### src/rtl/pid_sequencer.sv
// pid_sequencer: sample-rate sequencer for an external PID datapath.
// Each sample it requests a measurement, latches the setpoint and gains,
// steps the datapath once, then saturates and publishes the control word.
// Optional measurement timeout: define PID_SEQ_TIMEOUT_EN to enable it.
// When it is undefined, WAIT_MEAS waits indefinitely and fault stays 0.
module pid_sequencer #(
   parameter int unsigned SAMPLE_DIV     = 100000,
   parameter int unsigned PV_WIDTH       = 9,
   parameter int unsigned GAIN_WIDTH     = 16,
   parameter int unsigned CONTROL_WIDTH  = 16,
   parameter int          CTRL_LIMIT     = 1000,
   parameter int unsigned TIMEOUT_CYCLES = 50000
) (
   input  logic                            clk,
   input  logic                            reset,
   input  logic                            run_i,
   input  logic [PV_WIDTH-1:0]             setpoint_i,
   output logic                            meas_req_o,
   input  logic                            meas_valid_i,
   input  logic [PV_WIDTH-1:0]             meas_data_i,
   input  logic                            gain_wr_i,
   input  logic [1:0]                      gain_sel_i,
   input  logic [GAIN_WIDTH-1:0]           gain_data_i,
   output logic                            pid_en_o,
   output logic                            pid_clk_en_o,
   output logic [PV_WIDTH-1:0]             pid_setpoint_o,
   output logic [PV_WIDTH-1:0]             pid_feedback_o,
   output logic [GAIN_WIDTH-1:0]           pid_k_p_o,
   output logic [GAIN_WIDTH-1:0]           pid_k_i_o,
   output logic [GAIN_WIDTH-1:0]           pid_k_d_o,
   input  logic signed [CONTROL_WIDTH-1:0] pid_control_i,
   output logic signed [CONTROL_WIDTH-1:0] ctrl_out_o,
   output logic                            ctrl_valid_o,
   output logic                            busy_o,
   output logic                            overrun_o,
   output logic                            fault_o
);

   localparam int unsigned CntW = (SAMPLE_DIV > 1) ? $clog2(SAMPLE_DIV) : 1;

   // Reject configurations the sequencer cannot honour.
   if (SAMPLE_DIV < 8 || TIMEOUT_CYCLES < 1) begin : g_param_check
      $error("pid_sequencer: SAMPLE_DIV must be >= 8 and TIMEOUT_CYCLES >= 1");
   end

   typedef enum logic [2:0] {
      StIdle,
      StWaitTick,
      StReq,
      StWaitMeas,
      StStep,
      StCapture,
      StOut
   } state_e;

   state_e                            state_q, state_d;
   logic [CntW-1:0]                   cnt_q, cnt_d;
   logic                              tick;
   logic                              tmo_hit;
   logic                              overrun_q, overrun_d;
   logic [PV_WIDTH-1:0]               setpoint_q, setpoint_d;
   logic [PV_WIDTH-1:0]               feedback_q, feedback_d;
   logic [GAIN_WIDTH-1:0]             kp_sh_q, kp_sh_d, ki_sh_q, ki_sh_d, kd_sh_q, kd_sh_d;
   logic [GAIN_WIDTH-1:0]             kp_q, kp_d, ki_q, ki_d, kd_q, kd_d;
   logic signed [CONTROL_WIDTH-1:0]   ctrl_q, ctrl_d;
   logic signed [CONTROL_WIDTH-1:0]   lim_pos, lim_neg, ctrl_sat;

   // Sample counter: free-runs while enabled, tick on the terminal count.
   always_comb begin
      tick  = run_i && (cnt_q == CntW'(SAMPLE_DIV - 1));
      cnt_d = cnt_q + CntW'(1);
      if (!run_i || tick) begin
         cnt_d = '0;
      end
   end

   // Clamp the datapath result to the symmetric control range.
   always_comb begin
      lim_pos  = CONTROL_WIDTH'(CTRL_LIMIT);
      lim_neg  = -lim_pos;
      ctrl_sat = pid_control_i;
      if (pid_control_i > lim_pos) begin
         ctrl_sat = lim_pos;
      end else if (pid_control_i < lim_neg) begin
         ctrl_sat = lim_neg;
      end
   end

   // Shadow gains accept writes in any state; selector 3 is a no-op.
   always_comb begin
      kp_sh_d = kp_sh_q;
      ki_sh_d = ki_sh_q;
      kd_sh_d = kd_sh_q;
      if (gain_wr_i) begin
         case (gain_sel_i)
            2'd0:    kp_sh_d = gain_data_i;
            2'd1:    ki_sh_d = gain_data_i;
            2'd2:    kd_sh_d = gain_data_i;
            default: ;
         endcase
      end
   end

`ifdef PID_SEQ_TIMEOUT_EN
   localparam int unsigned TmoW = $clog2(TIMEOUT_CYCLES + 1);

   logic [TmoW-1:0] tmo_q, tmo_d;
   logic            fault_q, fault_d;

   // Measurement watchdog: counts cycles spent in WAIT_MEAS; fault is sticky until run drops.
   always_comb begin
      tmo_d   = (state_q == StWaitMeas) ? tmo_q + TmoW'(1) : '0;
      tmo_hit = (state_q == StWaitMeas) && !meas_valid_i && (tmo_q == TmoW'(TIMEOUT_CYCLES - 1));
      fault_d = run_i ? (fault_q | tmo_hit) : 1'b0;
   end

   // Watchdog state register.
   always_ff @(posedge clk or posedge reset) begin
      if (reset) begin
         tmo_q   <= '0;
         fault_q <= 1'b0;
      end else begin
         tmo_q   <= tmo_d;
         fault_q <= fault_d;
      end
   end

   assign fault_o = fault_q;
`else
   assign tmo_hit = 1'b0;
   assign fault_o = 1'b0;
`endif

   // Sequencer next state and the registers it loads at each phase of a sample.
   always_comb begin
      state_d    = state_q;
      overrun_d  = overrun_q;
      setpoint_d = setpoint_q;
      feedback_d = feedback_q;
      kp_d       = kp_q;
      ki_d       = ki_q;
      kd_d       = kd_q;
      ctrl_d     = ctrl_q;
      if (!run_i) begin
         state_d   = StIdle;
         overrun_d = 1'b0;
      end else begin
         // A tick while a sample is still in flight is dropped.
         if (tick && state_q != StIdle && state_q != StWaitTick) begin
            overrun_d = 1'b1;
         end
         case (state_q)
            StIdle: state_d = StWaitTick;
            StWaitTick: begin
               if (tick) begin
                  state_d    = StReq;
                  kp_d       = kp_sh_q;
                  ki_d       = ki_sh_q;
                  kd_d       = kd_sh_q;
                  setpoint_d = setpoint_i;
               end
            end
            StReq: state_d = StWaitMeas;
            StWaitMeas: begin
               if (meas_valid_i) begin
                  feedback_d = meas_data_i;
                  state_d    = StStep;
               end else if (tmo_hit) begin
                  state_d = StWaitTick;
               end
            end
            StStep: state_d = StCapture;
            StCapture: begin
               ctrl_d  = ctrl_sat;
               state_d = StOut;
            end
            StOut:   state_d = StWaitTick;
            default: state_d = StIdle;
         endcase
      end
   end

   // State and datapath-facing registers.
   always_ff @(posedge clk or posedge reset) begin
      if (reset) begin
         state_q    <= StIdle;
         cnt_q      <= '0;
         overrun_q  <= 1'b0;
         setpoint_q <= '0;
         feedback_q <= '0;
         kp_sh_q    <= '0;
         ki_sh_q    <= '0;
         kd_sh_q    <= '0;
         kp_q       <= '0;
         ki_q       <= '0;
         kd_q       <= '0;
         ctrl_q     <= '0;
      end else begin
         state_q    <= state_d;
         cnt_q      <= cnt_d;
         overrun_q  <= overrun_d;
         setpoint_q <= setpoint_d;
         feedback_q <= feedback_d;
         kp_sh_q    <= kp_sh_d;
         ki_sh_q    <= ki_sh_d;
         kd_sh_q    <= kd_sh_d;
         kp_q       <= kp_d;
         ki_q       <= ki_d;
         kd_q       <= kd_d;
         ctrl_q     <= ctrl_d;
      end
   end

   assign meas_req_o     = (state_q == StReq);
   assign pid_clk_en_o   = (state_q == StStep);
   assign ctrl_valid_o   = (state_q == StOut);
   assign pid_en_o       = (state_q != StIdle);
   assign busy_o         = (state_q != StIdle) && (state_q != StWaitTick);
   assign overrun_o      = overrun_q;
   assign pid_setpoint_o = setpoint_q;
   assign pid_feedback_o = feedback_q;
   assign pid_k_p_o      = kp_q;
   assign pid_k_i_o      = ki_q;
   assign pid_k_d_o      = kd_q;
   assign ctrl_out_o     = ctrl_q;

endmodule

### config.mk
export PLATFORM = sky130hd
export DESIGN_NAME = pid_sequencer
export DESIGN_NICKNAME = d
export VERILOG_FILES = /design/src/rtl/pid_sequencer.sv
export SDC_FILE = /design/constraint.sdc
export NUM_CORES = 1
export LEC_CHECK = 0
export CAP_MARGIN = 20
export CORE_MARGIN = 3
export CORE_UTILIZATION = 50
export CTS_CLUSTER_DIAMETER = 60
export DETAILED_ROUTE_END_ITERATION = 16
export PLACE_DENSITY = 0.83
export SLEW_MARGIN = 40
export SYNTH_ARGS = -nofsm -noshare
export SYNTH_HDL_FRONTEND = slang
export SYNTH_SLANG_ARGS = --single-unit
### constraint.sdc
create_clock -name clk -period 7 [get_ports clk]
set_clock_uncertainty 0.1 [all_clocks]
set_input_delay 1.05 -clock clk [delete_from_list [all_inputs] [get_ports clk]]
set_output_delay 1.05 -clock clk [all_outputs]
set_load 0.005 [all_outputs]
==> results of run 1 <==
-- synth_stat cells (4+ instances only) --
library cell,number
buf_6,4
nand2_1,21
mux2_4,30
nand3_1,7
or3_1,5
o21ai_0,11
a21oi_1,11
mux2_2,84
xnor2_1,10
nand4_1,7
nor2_1,31
clkbuf_1,11
nor3_1,5
nor4_1,5
inv_1,4
dfrtp_1,151
-- path summary, 6_finish.rpt --
path | depth (start not counted) | slack (ns) | to
setup / recovery | 5 | 4.05 | ctrl_out_o[2]
hold / removal | 1 | 0.39 | cnt_q[0]
setup reg to reg | 6 | 4.42 | pid_k_d_o[10]
hold reg to reg | 1 | 0.39 | cnt_q[0]
max in group asynchronous | 3 | 4.67 | pid_k_p_o[8]
min in group asynchronous | 2 | 1.03 | pid_feedback_o[7]
-- flip-flops by register name, indices dropped and copies added (netlist names) --
| register | count |
|---|---|
| overrun_o | 1 |
| kp_sh_q | 16 |
| kd_sh_q | 16 |
| pid_k_i_o | 16 |
| state_q | 3 |
| pid_k_d_o | 16 |
| pid_feedback_o | 9 |
| cnt_q | 17 |
| ctrl_out_o | 16 |
| ki_sh_q | 16 |
| pid_setpoint_o | 9 |
| pid_k_p_o | 16 |
-- cell usage in the layout, fill, tap and decap left out, drive strengths merged, types with 6 or more instances in the layout --
master,count
mux2,114
nand4,8
nand2,21
or3,6
dfrtp,151
a21oi,11
nand3,7
clkdlybuf4s50,144
clkbuf,23
xnor2,10
nor2,31
o21ai,11
-- routing by layer --
| metal | wire length (um) | vias to the layer above | track usage [%] |
|---|---|---|---|
| met1 | 5856 | 2032 | 25.70 |
| met3 | 738 | 12 | 5.244 |
| met4 | 102 | 0 | 5.887 |
| met2 | 6719 | 147 | 34.09 |
| li1 | - | 1860 | - |
| met5 | 0 | - | 0 |
-- critical path, stage by stage --
cell	delay (ns)
clkdlybuf4s50_1	0.62
nand2_1	0.15
or2_2	0.41
nor3_1	0.69
a32o_1	0.28
-- power by group --
part           internal, mW  leakage [nW]  switching (mW)
combinational        0.0915          1.53          0.0615
sequential            0.935          1.99          0.0342
clock                 0.577         0.287           0.333
total                  1.60          3.81           0.428
-- layout make-up --
class | instances | area (um^2)
multi-input cells | 264 | 2278
repair buffers | 149 | 1503
fillers | 768 | 3386
flip-flops and latches | 151 | 3779
well taps | 164 | 205.2
clock inverters | 8 | 121.4
clock buffers | 23 | 467.9
inverters | 4 | 20.02
-- per-stage QoR --
stage	setup slack (ns)	instance area, um^2
after CTS	4.073	8374
after detailed placement	3.652	7785
after global placement	3.782	7739
after global routing	3.963	8374
final	4.047	8374
after floorplan	1.785	6171
-- kinds of logic after synthesis --
group | share of synthesized area [%]
DFF | 61.23
buffers and inverters | 1.926
AOI/OAI and AO/OA | 2.798
muxes | 22.63
and+or+nand+nor | 9.104
xor gates and xnor gates | 1.845
other | 0.06077
adders and majority gates | 0.4055
==> impl_metrics.toml, run 1 <==
[power]
power_density_nw_per_um2 = 242.6
power_mw = 2.032
p_leak_nw = 3.813
ir_worst_vdd_mv = 0.1673

[cts]
cts_resized = 0
clk_pin_slew_ns = 0.06
tritoncts = "built"
cts_hold_buf = 0
clkLatencyLatePin_ns = 0.41
clock-sinks = 151
htreeDepth = 4
postCtsSetupBuffers = 0
clock_path_buffers = 2
root_buffer = "clkbuf_16"
cts_buffers = 17

[floorplanning]
die_area_um2 = 13710
die_w_um = 117.1
core_um2 = 11760
initial_core_util_pct = 52.47
num_rows = 39
fp.dieH_um = 117.1
io_pins = 146

[synthesis]
yosysTopAreaCell = "dfrtp_1"
ys_seq_area_share_pct = 61.23
yosys_warnings = 0
syn-num-nets = 496
postSynthCellCount = 437
ys_ff_latch = 151
synth-edff-count = 0
yosys.area.top_type_share_pct = 61.23
yosys_most_used_dff = "dfrtp_1"
syn_area_um2 = 6171
netlist_top_cells_area = "dfrtp_1 61%, mux2_2 15%, mux2_4 7.3%, nor2_1 1.9%, xnor2_1 1.4%"
synthArstFlopShare_pct = 100.0
ys_types = 40
synth.avg_cell_area_um2 = 14.12

[final_layout]
n_antenna_cell = 0
layout-drive-gt1-share_pct = 25.88
area_delta_synth_final_pct = 35.71
final_util_pct = 71.21
final_cells = 763
fin_nets = 646

[sta]
clock.fmax_mhz = 338.6
whs_ns = 0.3865
finalHoldViolCount = 0
maxSlewViolCount = 0
setup_viol = 0
tns_ns = 0
period_share_pct = 42.19
slew_headroom_pct = 46.60
rsz0062_at_grt = "no"
period_needed_ns = 2.953
worst_pin_slew_ns = 0.7949

[global_routing]
grt_max_degree = 80
track_usage_pct = 20.14
grt_overflow = 0
grt_pass1_vias = 4305
antenna_found_initial = 0
grt_pass1_wl_um = 21530

[detailed_routing]
drc_errors = 0
wl_um = 13420
ant_nets = 0
vias_per_cell = 5.309
first_pass_iters = 4
wl_per_cell_um = 17.58
dr.first_iter.drc_count = 297
vias = 4051

[place]
hpwl_um = 9121
globalplace.congestion = 0.8918
dp.cells = 732
port_buffers = 144

[critical_path]
crit_path_end_kind = "flip-flop"
path_max_fanout = 12
path_class = "input pin to flip-flop"
regToRegStartpoint = "cnt_q[0]"
crit_path_start = "run_i"
cp-start-kind = "input pin"
worstPathRequired_ns = 7.25
crit_arrival_ns = 3.20

[worst_hold_path]
hp-start = "cnt_q[0]"
hold_path_class = "flip-flop to flip-flop"

[outcome]
status = "finished, final reports clean"

[flow_run]
drv_cap = 0
Note: power is estimated with default switching activity, not from simulation.
==> run 2: changes to the inputs <==
--- a/config.mk
+++ b/config.mk
@@ -7,10 +7,10 @@
 export LEC_CHECK = 0
 export CAP_MARGIN = 20
 export CORE_MARGIN = 3
-export CORE_UTILIZATION = 50
+export CORE_UTILIZATION = 45
 export CTS_CLUSTER_DIAMETER = 60
 export DETAILED_ROUTE_END_ITERATION = 16
-export PLACE_DENSITY = 0.83
+export PLACE_DENSITY = 0.79
 export SLEW_MARGIN = 40
 export SYNTH_ARGS = -nofsm -noshare
 export SYNTH_HDL_FRONTEND = slang
==> constraint.sdc (replaced) <==
create_clock -name clk -period 2.5 [get_ports clk]
set_clock_uncertainty 0.1 [all_clocks]
set_input_delay 0.375 -clock clk [delete_from_list [all_inputs] [get_ports clk]]
set_output_delay 0.375 -clock clk [all_outputs]
set_load 0.005 [all_outputs]
==> impl_metrics.toml, run 2 (same netlist as run 1, synthesis figures left out) <==
[cts]
htreeDepth = 4
cts_hold_buf = 0
clkLatencyLatePin_ns = 0.41
cts_resized = 0
tritoncts = "built"
clock_path_buffers = 2
clk_pin_slew_ns = 0.06
postCtsSetupBuffers = 0
clock-sinks = 151
cts_buffers = 17
root_buffer = "clkbuf_16"

[critical_path]
crit_buf_inv = 1
crit_arrival_ns = 2.58
worstPathRequired_ns = 2.70
crit_path_end_kind = "flip-flop"
crit_path_start = "cnt_q[0]"
crit_slowest_cell = "or3_4"
cp-start-kind = "flip-flop"
cp_top_family = "simple AND/OR/NAND/NOR gates"
path_class = "flip-flop to flip-flop"
crit_chain = "ha_1, and4_1, nand4_2, or3_4, buf_12, mux2_4"
path_max_fanout = 57
regToRegStartpoint = "cnt_q[0]"
max_stage_delay_ns = 0.45

[power]
power.internal_mw = 4.555
power_density_nw_per_um2 = 681.8
switching_share_pct = 21.23
seqPwrFrac_pct = 46.8
p_leak_nw = 3.864
pwr-share-clk_pct = 45.7
combPwrFrac_pct = 7.4
ir_worst_vdd_mv = 0.4567
power.switching_mw = 1.228

[final_layout]
n_antenna_cell = 0
fin_nets = 652
fillers = 1004
final_common_cell = "dfrtp_1"
largest_reg_flops = 17
final_cell_mix = "151 x dfrtp_1, 144 x clkdlybuf4s50_1, 84 x mux2_2, 31 x nor2_1, 30 x mux2_4"
area_delta_synth_final_pct = 37.45
largest-register = "cnt_q"
layout-drive-gt1-share_pct = 27.39
final_area_um2 = 8482

[detailed_routing]
first_pass_iters = 4
vias = 4036
wl_met1_um = 5482
wl_met2_um = 6464
wl_met3_um = 658
wl_um = 12770
wl_per_cell_um = 16.34
route.top_layer_used = "met4"
dr.first_iter.drc_count = 240
ant_nets = 0
drc_errors = 0
vias_per_cell = 5.161

[sta]
setup_viol = 0
worst_pin_slew_ns = 0.5024
tns_ns = 0
maxSlewViolCount = 0
clock.fmax_mhz = 419.3
period_needed_ns = 2.385
finalHoldViolCount = 0
slew_headroom_pct = 66.42
rsz0062_at_grt = "no"
period_share_pct = 95.39

[floorplanning]
die_area_um2 = 15150
core_um2 = 13350
fp.dieH_um = 123.1
io_pins = 146
initial_core_util_pct = 46.23
num_rows = 42
die_w_um = 123.1

[global_routing]
track_usage_pct = 17.87
grt_max_degree = 73
antenna_found_initial = 0
grt_overflow = 0
grt_pass1_vias = 4317
grt_pass1_wl_um = 21090

[flow_run]
drv_cap = 0

[place]
hpwl_um = 8888
port_buffers = 144
globalplace.congestion = 0.7883
place_area_um2 = 7858

[worst_hold_path]
hold_path_class = "input pin to async pin"

[outcome]
status = "finished, final reports clean"
==> run 2: cell types whose count changed in the layout (fill, tap and decap cells not counted), sizes merged <==
cell,previous run,this run
clkinvlp,1,2
clkbuf,23,21
buf,5,11
clkinv,3,5
==> run 2: cell type report <==
cell class | count | area, um^2 | area share (%)
Clock buffer | 21 | 480.5 | 5.665
Clock inverter | 11 | 143.9 | 1.696
Inverter | 4 | 18.77 | 0.2213
Multi-Input combinational cell | 264 | 2278 | 26.86
Sequential cell | 151 | 3779 | 44.55
Tap cell | 176 | 220.2 | 2.596
Timing Repair Buffer | 155 | 1562 | 18.41
==> run 2: final timing paths <==
check | endpoint | slack [ns] | cells past startpoint
max in group asynchronous | kd_sh_q[13] | 1.46 | 3
hold / removal | pid_setpoint_o[6] | 0.19 | 2
min in group clk | ctrl_out_o[4] | 0.38 | 2
setup reg to reg | pid_k_d_o[2] | 0.12 | 6
setup / recovery | pid_k_d_o[2] | 0.12 | 6
hold reg to reg | ctrl_out_o[4] | 0.38 | 2
==> run 2: metal layers <==
| layer | vias to the layer above | global-route usage (%) |
|---|---|---|
| li1 | 1866 | - |
| met1 | 2035 | 22.10 |
| met2 | 119 | 30.34 |
| met3 | 16 | 4.803 |
| met4 | 0 | 6.298 |
| met5 | - | 0 |
==> run 2: power groups by stage <==
| stage | logic, mW | registers [mW] | clock network, mW |
|---|---|---|---|
| floorplan | 0.232 | 2.72 | 0 |
| global placement | 0.417 | 2.74 | 0 |
| detailed placement | 0.435 | 2.75 | 0 |
| CTS | 0.438 | 2.71 | 2.71 |
| global route | 0.474 | 2.73 | 2.81 |
| finish | 0.429 | 2.71 | 2.65 |
==> run 2: per-stage QoR <==
| step | setup WS, ns | total power [mW] | utilization (%) | hold slack (ns) | cells |
|---|---|---|---|---|---|
| final | 0.1153 | 5.783 | 63.55 | 0.1893 | 782 |
| after global routing | 0.03805 | 6.013 | 63.55 | 0.2088 | 782 |
| after CTS | 0.1423 | 5.858 | 63.55 | 0.1761 | 782 |
| after detailed placement | 0.1762 | 3.188 | 58.87 | 0.3737 | 750 |
| after global placement | 0.2637 | 3.156 | 58.87 | 0.3661 | 750 |
| after floorplan | 0.1220 | 2.955 | - | 0.3549 | 437 |
